## src/rtl/qpimem_dma_pixfeed_pkg.sv

```systemverilog
// Shared types and sizing helpers for the QPI DMA pixel feeder.
package qpimem_dma_pixfeed_pkg;

  typedef enum logic [1:0] {
    BPP4  = 2'd0,
    BPP8  = 2'd1,
    BPP16 = 2'd2
  } bpp_e;

  typedef enum logic [1:0] {
    IDLE   = 2'd0,
    ARM    = 2'd1,
    STREAM = 2'd2,
    DONE   = 2'd3
  } state_e;

  // Code 3 is an alias of 16bpp.
  function automatic bpp_e decode_bpp(input logic [1:0] code);
    case (code)
      2'd0:    return BPP4;
      2'd1:    return BPP8;
      default: return BPP16;
    endcase
  endfunction

  // Index of the last pixel in a 32-bit word (pixels per word minus one).
  function automatic logic [2:0] last_index(input bpp_e mode);
    case (mode)
      BPP4:    return 3'd7;
      BPP8:    return 3'd3;
      default: return 3'd1;
    endcase
  endfunction

  function automatic logic [31:0] frame_bytes(input int unsigned h, input int unsigned v, input bpp_e mode);
    case (mode)
      BPP4:    return 32'((h * v) / 2);
      BPP8:    return 32'(h * v);
      default: return 32'(h * v * 2);
    endcase
  endfunction

endpackage

```

## src/rtl/qpimem_dma_pixfeed_unpack.sv

```systemverilog
// Combinational pixel selector: picks pixel 'index' out of a little-endian packed word.
module qpimem_dma_pixfeed_unpack
  import qpimem_dma_pixfeed_pkg::*;
(
  input  logic [31:0] word,
  input  logic [2:0]  index,
  input  bpp_e        mode,
  output logic [15:0] pixel
);

  // Select and zero-extend the addressed pixel.
  always_comb begin
    pixel = 16'd0;
    case (mode)
      BPP4:    pixel = {12'd0, word[{index, 2'b00} +: 4]};
      BPP8:    pixel = {8'd0, word[{index[1:0], 3'b000} +: 8]};
      default: pixel = word[{index[0], 4'b0000} +: 16];
    endcase
  end

endmodule

```

## src/rtl/qpimem_dma_pixfeed.sv

```systemverilog
// Frame sequencer: arms the QPI DMA reader with a framebuffer window and unpacks its words into a pixel stream.
module qpimem_dma_pixfeed
  import qpimem_dma_pixfeed_pkg::*;
#(
  parameter int H_RES      = 480,
  parameter int V_RES      = 320,
  parameter int ADDR_WIDTH = 24
) (
  input  logic                  clk,
  input  logic                  rst,
  input  logic                  enable,
  input  logic                  frame_start,
  input  logic [ADDR_WIDTH-1:0] fb_addr,
  input  logic [1:0]            bpp_mode,
  output logic                  dma_run,
  output logic [ADDR_WIDTH-1:0] dma_addr_start,
  output logic [ADDR_WIDTH-1:0] dma_addr_end,
  input  logic                  dma_ready,
  input  logic                  dma_all_done,
  output logic                  dma_do_read,
  input  logic [31:0]           dma_rdata,
  output logic                  pix_valid,
  input  logic                  pix_ready,
  output logic [15:0]           pix_data,
  output logic                  pix_eol,
  output logic                  pix_eof,
  output logic                  underrun
);

  localparam int XW = (H_RES > 1) ? $clog2(H_RES) : 1;
  localparam int YW = (V_RES > 1) ? $clog2(V_RES) : 1;
  localparam logic [XW-1:0] X_LAST = XW'(H_RES - 1);
  localparam logic [YW-1:0] Y_LAST = YW'(V_RES - 1);

  state_e                  state_r, state_n_s;
  bpp_e                    mode_r;
  logic [ADDR_WIDTH-1:0]   base_r;
  logic [31:0]             word_r, word_n_s;
  logic [2:0]              idx_r, idx_n_s;
  logic                    valid_n_s;
  logic [XW-1:0]           x_r, x_n_s;
  logic [YW-1:0]           y_r, y_n_s;
  logic [31:0]             words_r, words_total_r;
  logic                    fire_s, last_s, load_s;
  logic [15:0]             pixel_n_s;
  logic                    unused_status_s;

  assign unused_status_s = dma_all_done;
  assign dma_do_read     = load_s;

  qpimem_dma_pixfeed_unpack u_unpack (
    .word  (word_n_s),
    .index (idx_n_s),
    .mode  (mode_r),
    .pixel (pixel_n_s)
  );

  // Next-state, word-load and pixel/counter advance decisions.
  always_comb begin
    fire_s    = pix_valid && pix_ready;
    last_s    = (idx_r == last_index(mode_r));
    load_s    = 1'b0;
    state_n_s = state_r;
    word_n_s  = word_r;
    idx_n_s   = idx_r;
    valid_n_s = pix_valid;
    x_n_s     = x_r;
    y_n_s     = y_r;

    // A restart or disable this cycle must not consume a word that would be discarded.
    if ((state_r == STREAM) && enable && !frame_start && dma_ready &&
        (words_r != words_total_r) && (!pix_valid || (fire_s && last_s))) begin
      load_s = 1'b1;
    end else begin
      load_s = 1'b0;
    end

    if (load_s) begin
      word_n_s  = dma_rdata;
      idx_n_s   = 3'd0;
      valid_n_s = 1'b1;
    end else if (fire_s && last_s) begin
      idx_n_s   = 3'd0;
      valid_n_s = 1'b0;
    end else if (fire_s) begin
      idx_n_s   = idx_r + 3'd1;
    end else begin
      idx_n_s   = idx_r;
    end

    if (fire_s) begin
      if (x_r == X_LAST) begin
        x_n_s = {XW{1'b0}};
        if (y_r == Y_LAST) begin
          y_n_s = {YW{1'b0}};
        end else begin
          y_n_s = y_r + YW'(1);
        end
      end else begin
        x_n_s = x_r + XW'(1);
      end
    end else begin
      x_n_s = x_r;
    end

    case (state_r)
      IDLE: begin
        if (frame_start) state_n_s = ARM;
        else             state_n_s = IDLE;
      end
      ARM:  state_n_s = STREAM;
      STREAM: begin
        if (frame_start)             state_n_s = ARM;
        else if (fire_s && pix_eof)  state_n_s = DONE;
        else                         state_n_s = STREAM;
      end
      DONE: begin
        if (frame_start) state_n_s = ARM;
        else             state_n_s = DONE;
      end
      default: state_n_s = IDLE;
    endcase

    if (!enable) begin
      state_n_s = IDLE;
    end else begin
      state_n_s = state_n_s;
    end

    // Leaving STREAM (end, abort or disable) drops the holding word and position.
    if (state_n_s != STREAM) begin
      word_n_s  = 32'd0;
      idx_n_s   = 3'd0;
      valid_n_s = 1'b0;
      x_n_s     = {XW{1'b0}};
      y_n_s     = {YW{1'b0}};
    end else begin
      valid_n_s = valid_n_s;
    end
  end

  // State, window, holding register and registered pixel outputs.
  always_ff @(posedge clk) begin
    if (rst) begin
      state_r        <= IDLE;
      mode_r         <= BPP4;
      base_r         <= {ADDR_WIDTH{1'b0}};
      word_r         <= 32'd0;
      idx_r          <= 3'd0;
      x_r            <= {XW{1'b0}};
      y_r            <= {YW{1'b0}};
      words_r        <= 32'd0;
      words_total_r  <= 32'd0;
      dma_run        <= 1'b0;
      dma_addr_start <= {ADDR_WIDTH{1'b0}};
      dma_addr_end   <= {ADDR_WIDTH{1'b0}};
      pix_valid      <= 1'b0;
      pix_data       <= 16'd0;
      pix_eol        <= 1'b0;
      pix_eof        <= 1'b0;
      underrun       <= 1'b0;
    end else begin
      state_r   <= state_n_s;
      dma_run   <= (state_n_s == STREAM) || (state_n_s == DONE);
      word_r    <= word_n_s;
      idx_r     <= idx_n_s;
      x_r       <= x_n_s;
      y_r       <= y_n_s;
      pix_valid <= valid_n_s;
      pix_data  <= valid_n_s ? pixel_n_s : 16'd0;
      pix_eol   <= valid_n_s && (x_n_s == X_LAST);
      pix_eof   <= valid_n_s && (x_n_s == X_LAST) && (y_n_s == Y_LAST);
      underrun  <= (state_r == STREAM) && pix_ready && !pix_valid;

      if (state_n_s == ARM) begin
        base_r <= fb_addr & ~ADDR_WIDTH'(3);
        mode_r <= decode_bpp(bpp_mode);
      end

      if (state_r == ARM) begin
        words_r        <= 32'd0;
        words_total_r  <= frame_bytes(H_RES, V_RES, mode_r) >> 2;
        dma_addr_start <= base_r;
        dma_addr_end   <= base_r + ADDR_WIDTH'(frame_bytes(H_RES, V_RES, mode_r));
      end else if (load_s) begin
        words_r <= words_r + 32'd1;
      end
    end
  end

endmodule

```

## config.mk

```make
export PLATFORM = sky130hd
export DESIGN_NAME = qpimem_dma_pixfeed
export DESIGN_NICKNAME = d
export VERILOG_FILES = /design/src/rtl/qpimem_dma_pixfeed_pkg.sv /design/src/rtl/qpimem_dma_pixfeed_unpack.sv /design/src/rtl/qpimem_dma_pixfeed.sv
export SDC_FILE = /design/constraint.sdc
export NUM_CORES = 1
export LEC_CHECK = 0
export CELL_PAD_IN_SITES_DETAIL_PLACEMENT = 1
export CELL_PAD_IN_SITES_GLOBAL_PLACEMENT = 1
export CORE_MARGIN = 4
export CORE_UTILIZATION = 42
export CTS_CLUSTER_SIZE = 14
export DETAILED_ROUTE_END_ITERATION = 16
export PLACE_DENSITY_LB_ADDON = 0.1
export SYNTH_ARGS = -nofsm -noshare
export SYNTH_HDL_FRONTEND = slang
export SYNTH_SLANG_ARGS = --single-unit
```

## constraint.sdc

```tcl
create_clock -name clk -period 5.7 [get_ports clk]
set_input_delay 1.14 -clock clk [delete_from_list [all_inputs] [get_ports clk]]
set_output_delay 1.14 -clock clk [all_outputs]
set_load 0.005 [all_outputs]
```

==> run_results.csv <==
group,metric,value,unit
status,status,"complete, no violations",
worst_setup_path,reg2regPathDepth,9,
global_route,overflow,0,
detailed_routing,drt-wirelength-per-cell,17.3,um
cells_and_area,fin_cells,1452,
clocking,clock_latency,440,ps
cells_and_area,fin_util,0.526,
min_path,hold_class,"flip-flop to flip-flop",
min_path,min_path_cells,2,
synthesis,async_reset_ff_frac,0,
clocking,cts_made_buffers,17,
clocking,clk_pin_slew,60,ps
cells_and_area,final_nets,1254,
timing,max_freq,214,MHz
placement,gp_congestion,0.829,
detailed_routing,first_pass_iters,4,
timing,fin_crit,4680,ps
clocking,cts-root-buf,"clkbuf_16",
timing,tightestPinTransition,1100,ps
floorplan,die_h,149,um
synthesis,synthCells,1089,
min_path,min_to,"word_r[3]",
worst_setup_path,cp_max_fo,18,
synthesis,synthFlopType,"dfxtp_1",
floorplan,ios,135,
worst_setup_path,cp.arrival,3540,ps
placement,port_buffers,127,
detailed_routing,drc,0,
power,power.density,247,nW/um^2
worst_setup_path,path_class,"input pin to output pin",
min_path,holdCritStartpoint,"word_r[3]",
clocking,cts.sinks,174,
floorplan,placementRows,51,
timing,tns,0,ps
clocking,clk_path_buf_depth,2,
detailed_routing,detail_route.wirelength,25.1,mm
power,ir_drop,190,uV
cells_and_area,final_cell_mix,"nand2_1, dfxtp_1, a21oi_1",
cells_and_area,syn_to_final_growth,22.7,%
clocking,ctsHoldBuffers,0,
timing,max_slew_margin,0.262,
cells_and_area,drive_gt1_frac,0.0522,
floorplan,die_width,149,um
timing,min_period_over_period,0.821,
synthesis,ys_types,66,
worst_setup_path,crit_required,4560,ps
clocking,postCtsSetupBuffers,0,
global_route,antenna_found_initial,0,
flow_run,maxCapViolCount,0,
cells_and_area,design_area,10300,um^2
synthesis,synth_edf_count,0,
detailed_routing,postRouteAntennaNets,0,
timing,rsz0062_at_grt,"no",
detailed_routing,drt_iter0_markers,437,
floorplan,start_util,0.428,
worst_setup_path,reg2reg_from,"mode_r[1]",
worst_setup_path,reg2reg_slack,2010,ps
cells_and_area,regArea,3480,um^2
placement,hpwl,17.2,mm
cells_and_area,diodes,0,
floorplan,die_area,22300,um^2
worst_setup_path,timing.rr.end,"dma_addr_end[23]",
synthesis,ys.warnings.count,0,
power,leakage,0.00348,uW
timing,clock_skew,14.7,ps
global_route,grt_pass1_wl,41.3,mm
worst_setup_path,start_kind,"input pin",
placement,place_area,9740,um^2
detailed_routing,dr_total_vias,7790,
cells_and_area,fillers,2428,
timing,setup_violations,0,
global_route,grt_max_degree,77,
clocking,h-tree-depth,4,
placement,dp_cells,1420,
synthesis,ys_ff_latch,174,
cells_and_area,final_common_cell,"nand2_1",
detailed_routing,viasPerCell,5.37,
timing,finalMaxSlewViolations,0,
cells_and_area,multi_input_area,4520,um^2
synthesis,syn_area_per_cell,7.71,um^2
synthesis,seq_area_frac_synth,0.415,
synthesis,mappedNetlistArea,8390,um^2
floorplan,coreArea,19600,um^2
timing,finalHoldViolations,0,
global_route,track_usage,0.228,
clocking,cts_resized,0,
global_route,grt_pass1_vias,7985,
worst_setup_path,endpoint_kind,"output pin",
clocking,cts_tree,"yes",
[metal layers]
layer	vias up	global-route usage	wire, um
met3	26	0.0389	788
met1	3748	0.302	12000
li1	3880	-	-
met5	-	0	0
met4	0	0.0609	380
met2	136	0.385	12000
[worst max-delay path by stage]
| stage | from | endpoint |
|---|---|---|
| 2_1_floorplan | frame_start | dma_do_read |
| 3_3_place_gp | pix_ready | dma_do_read |
| 3_5_place_dp | pix_ready | dma_do_read |
| 4_1_cts | pix_ready | dma_do_read |
| 5_1_grt | pix_ready | dma_do_read |
| 6_report | pix_ready | dma_do_read |
[cell usage after synthesis, types with 5 or more instances]
| cell | number | area [um^2] |
|---|---|---|
| ha_1 | 14 | 175 |
| buf_4 | 14 | 105 |
| buf_2 | 11 | 55.1 |
| clkbuf_1 | 45 | 169 |
| nand2b_1 | 8 | 50.1 |
| nor2b_1 | 6 | 37.5 |
| mux2i_1 | 9 | 90.1 |
| nand3_1 | 31 | 155 |
| and3_1 | 16 | 100 |
| and2_1 | 10 | 62.6 |
| a31oi_1 | 12 | 75.1 |
| a211oi_1 | 12 | 90.1 |
| inv_1 | 8 | 30.0 |
| nor2_1 | 89 | 334 |
| a21oi_1 | 130 | 651 |
| xnor2_1 | 26 | 228 |
| nor4_1 | 5 | 31.3 |
| and4_1 | 5 | 43.8 |
| or3_1 | 6 | 37.5 |
| nand2_1 | 279 | 1050 |
| mux2_2 | 5 | 56.3 |
| o31ai_1 | 6 | 45.0 |
| nand4_1 | 11 | 68.8 |
| a21o_1 | 7 | 52.6 |
| nor3_1 | 22 | 110 |
| xor2_1 | 32 | 280 |
| dfxtp_1 | 174 | 3480 |
| o21ai_0 | 27 | 135 |
[state kept, by name, indices dropped and copies added, names as in the netlist]
signal and count:
x_r 9, words_total_r 6, underrun 1, words_r 32, pix_data 16, idx_r 3, base_r 22, pix_eof 1
dma_addr_start 22, dma_run 1, mode_r 2, pix_valid 1, dma_addr_end 14, state_r 2, pix_eol 1, word_r 32
y_r 9
[metrics by stage]
step                      setup WS [ps]  hold slack (ps)  power [uW]
after floorplan                    2360              432        1350
after global placement             1080              439        1430
after detailed placement           1040              447        1430
after CTS                          1020              457        2570
after global routing                843              475        2640
final                              1020              454        2550
[power breakdown]
part	internal, uW	switching (uW)
Clock	628	511
Sequential	1230	14.0
Combinational	77.5	85.2
[worst max-delay path, cell delays in order]
cell and delay, ps:
clkdlybuf4s50_1 590, nand3_1 220, o21ai_0 360, nand3_1 120
buf_4 220, inv_2 310, clkdlybuf4s50_1 570
[layout make-up]
class,instances,share of cell area
multi-input cells,831,0.439
clock buffers,20,0.0443
well taps,265,0.0322
clock inverters,12,0.0107
inverters,10,0.00364
flip-flops and latches,174,0.338
repair buffers,140,0.132
[cell families after synthesis]
group / synth area share
compound gates: 0.170
xor+xnor: 0.0605
simple gates: 0.263
mux: 0.0174
other cells: 0.000447
flops: 0.415
fa+ha+maj: 0.0233
buf+inv: 0.0499
Power figures use the tool's default switching activity.
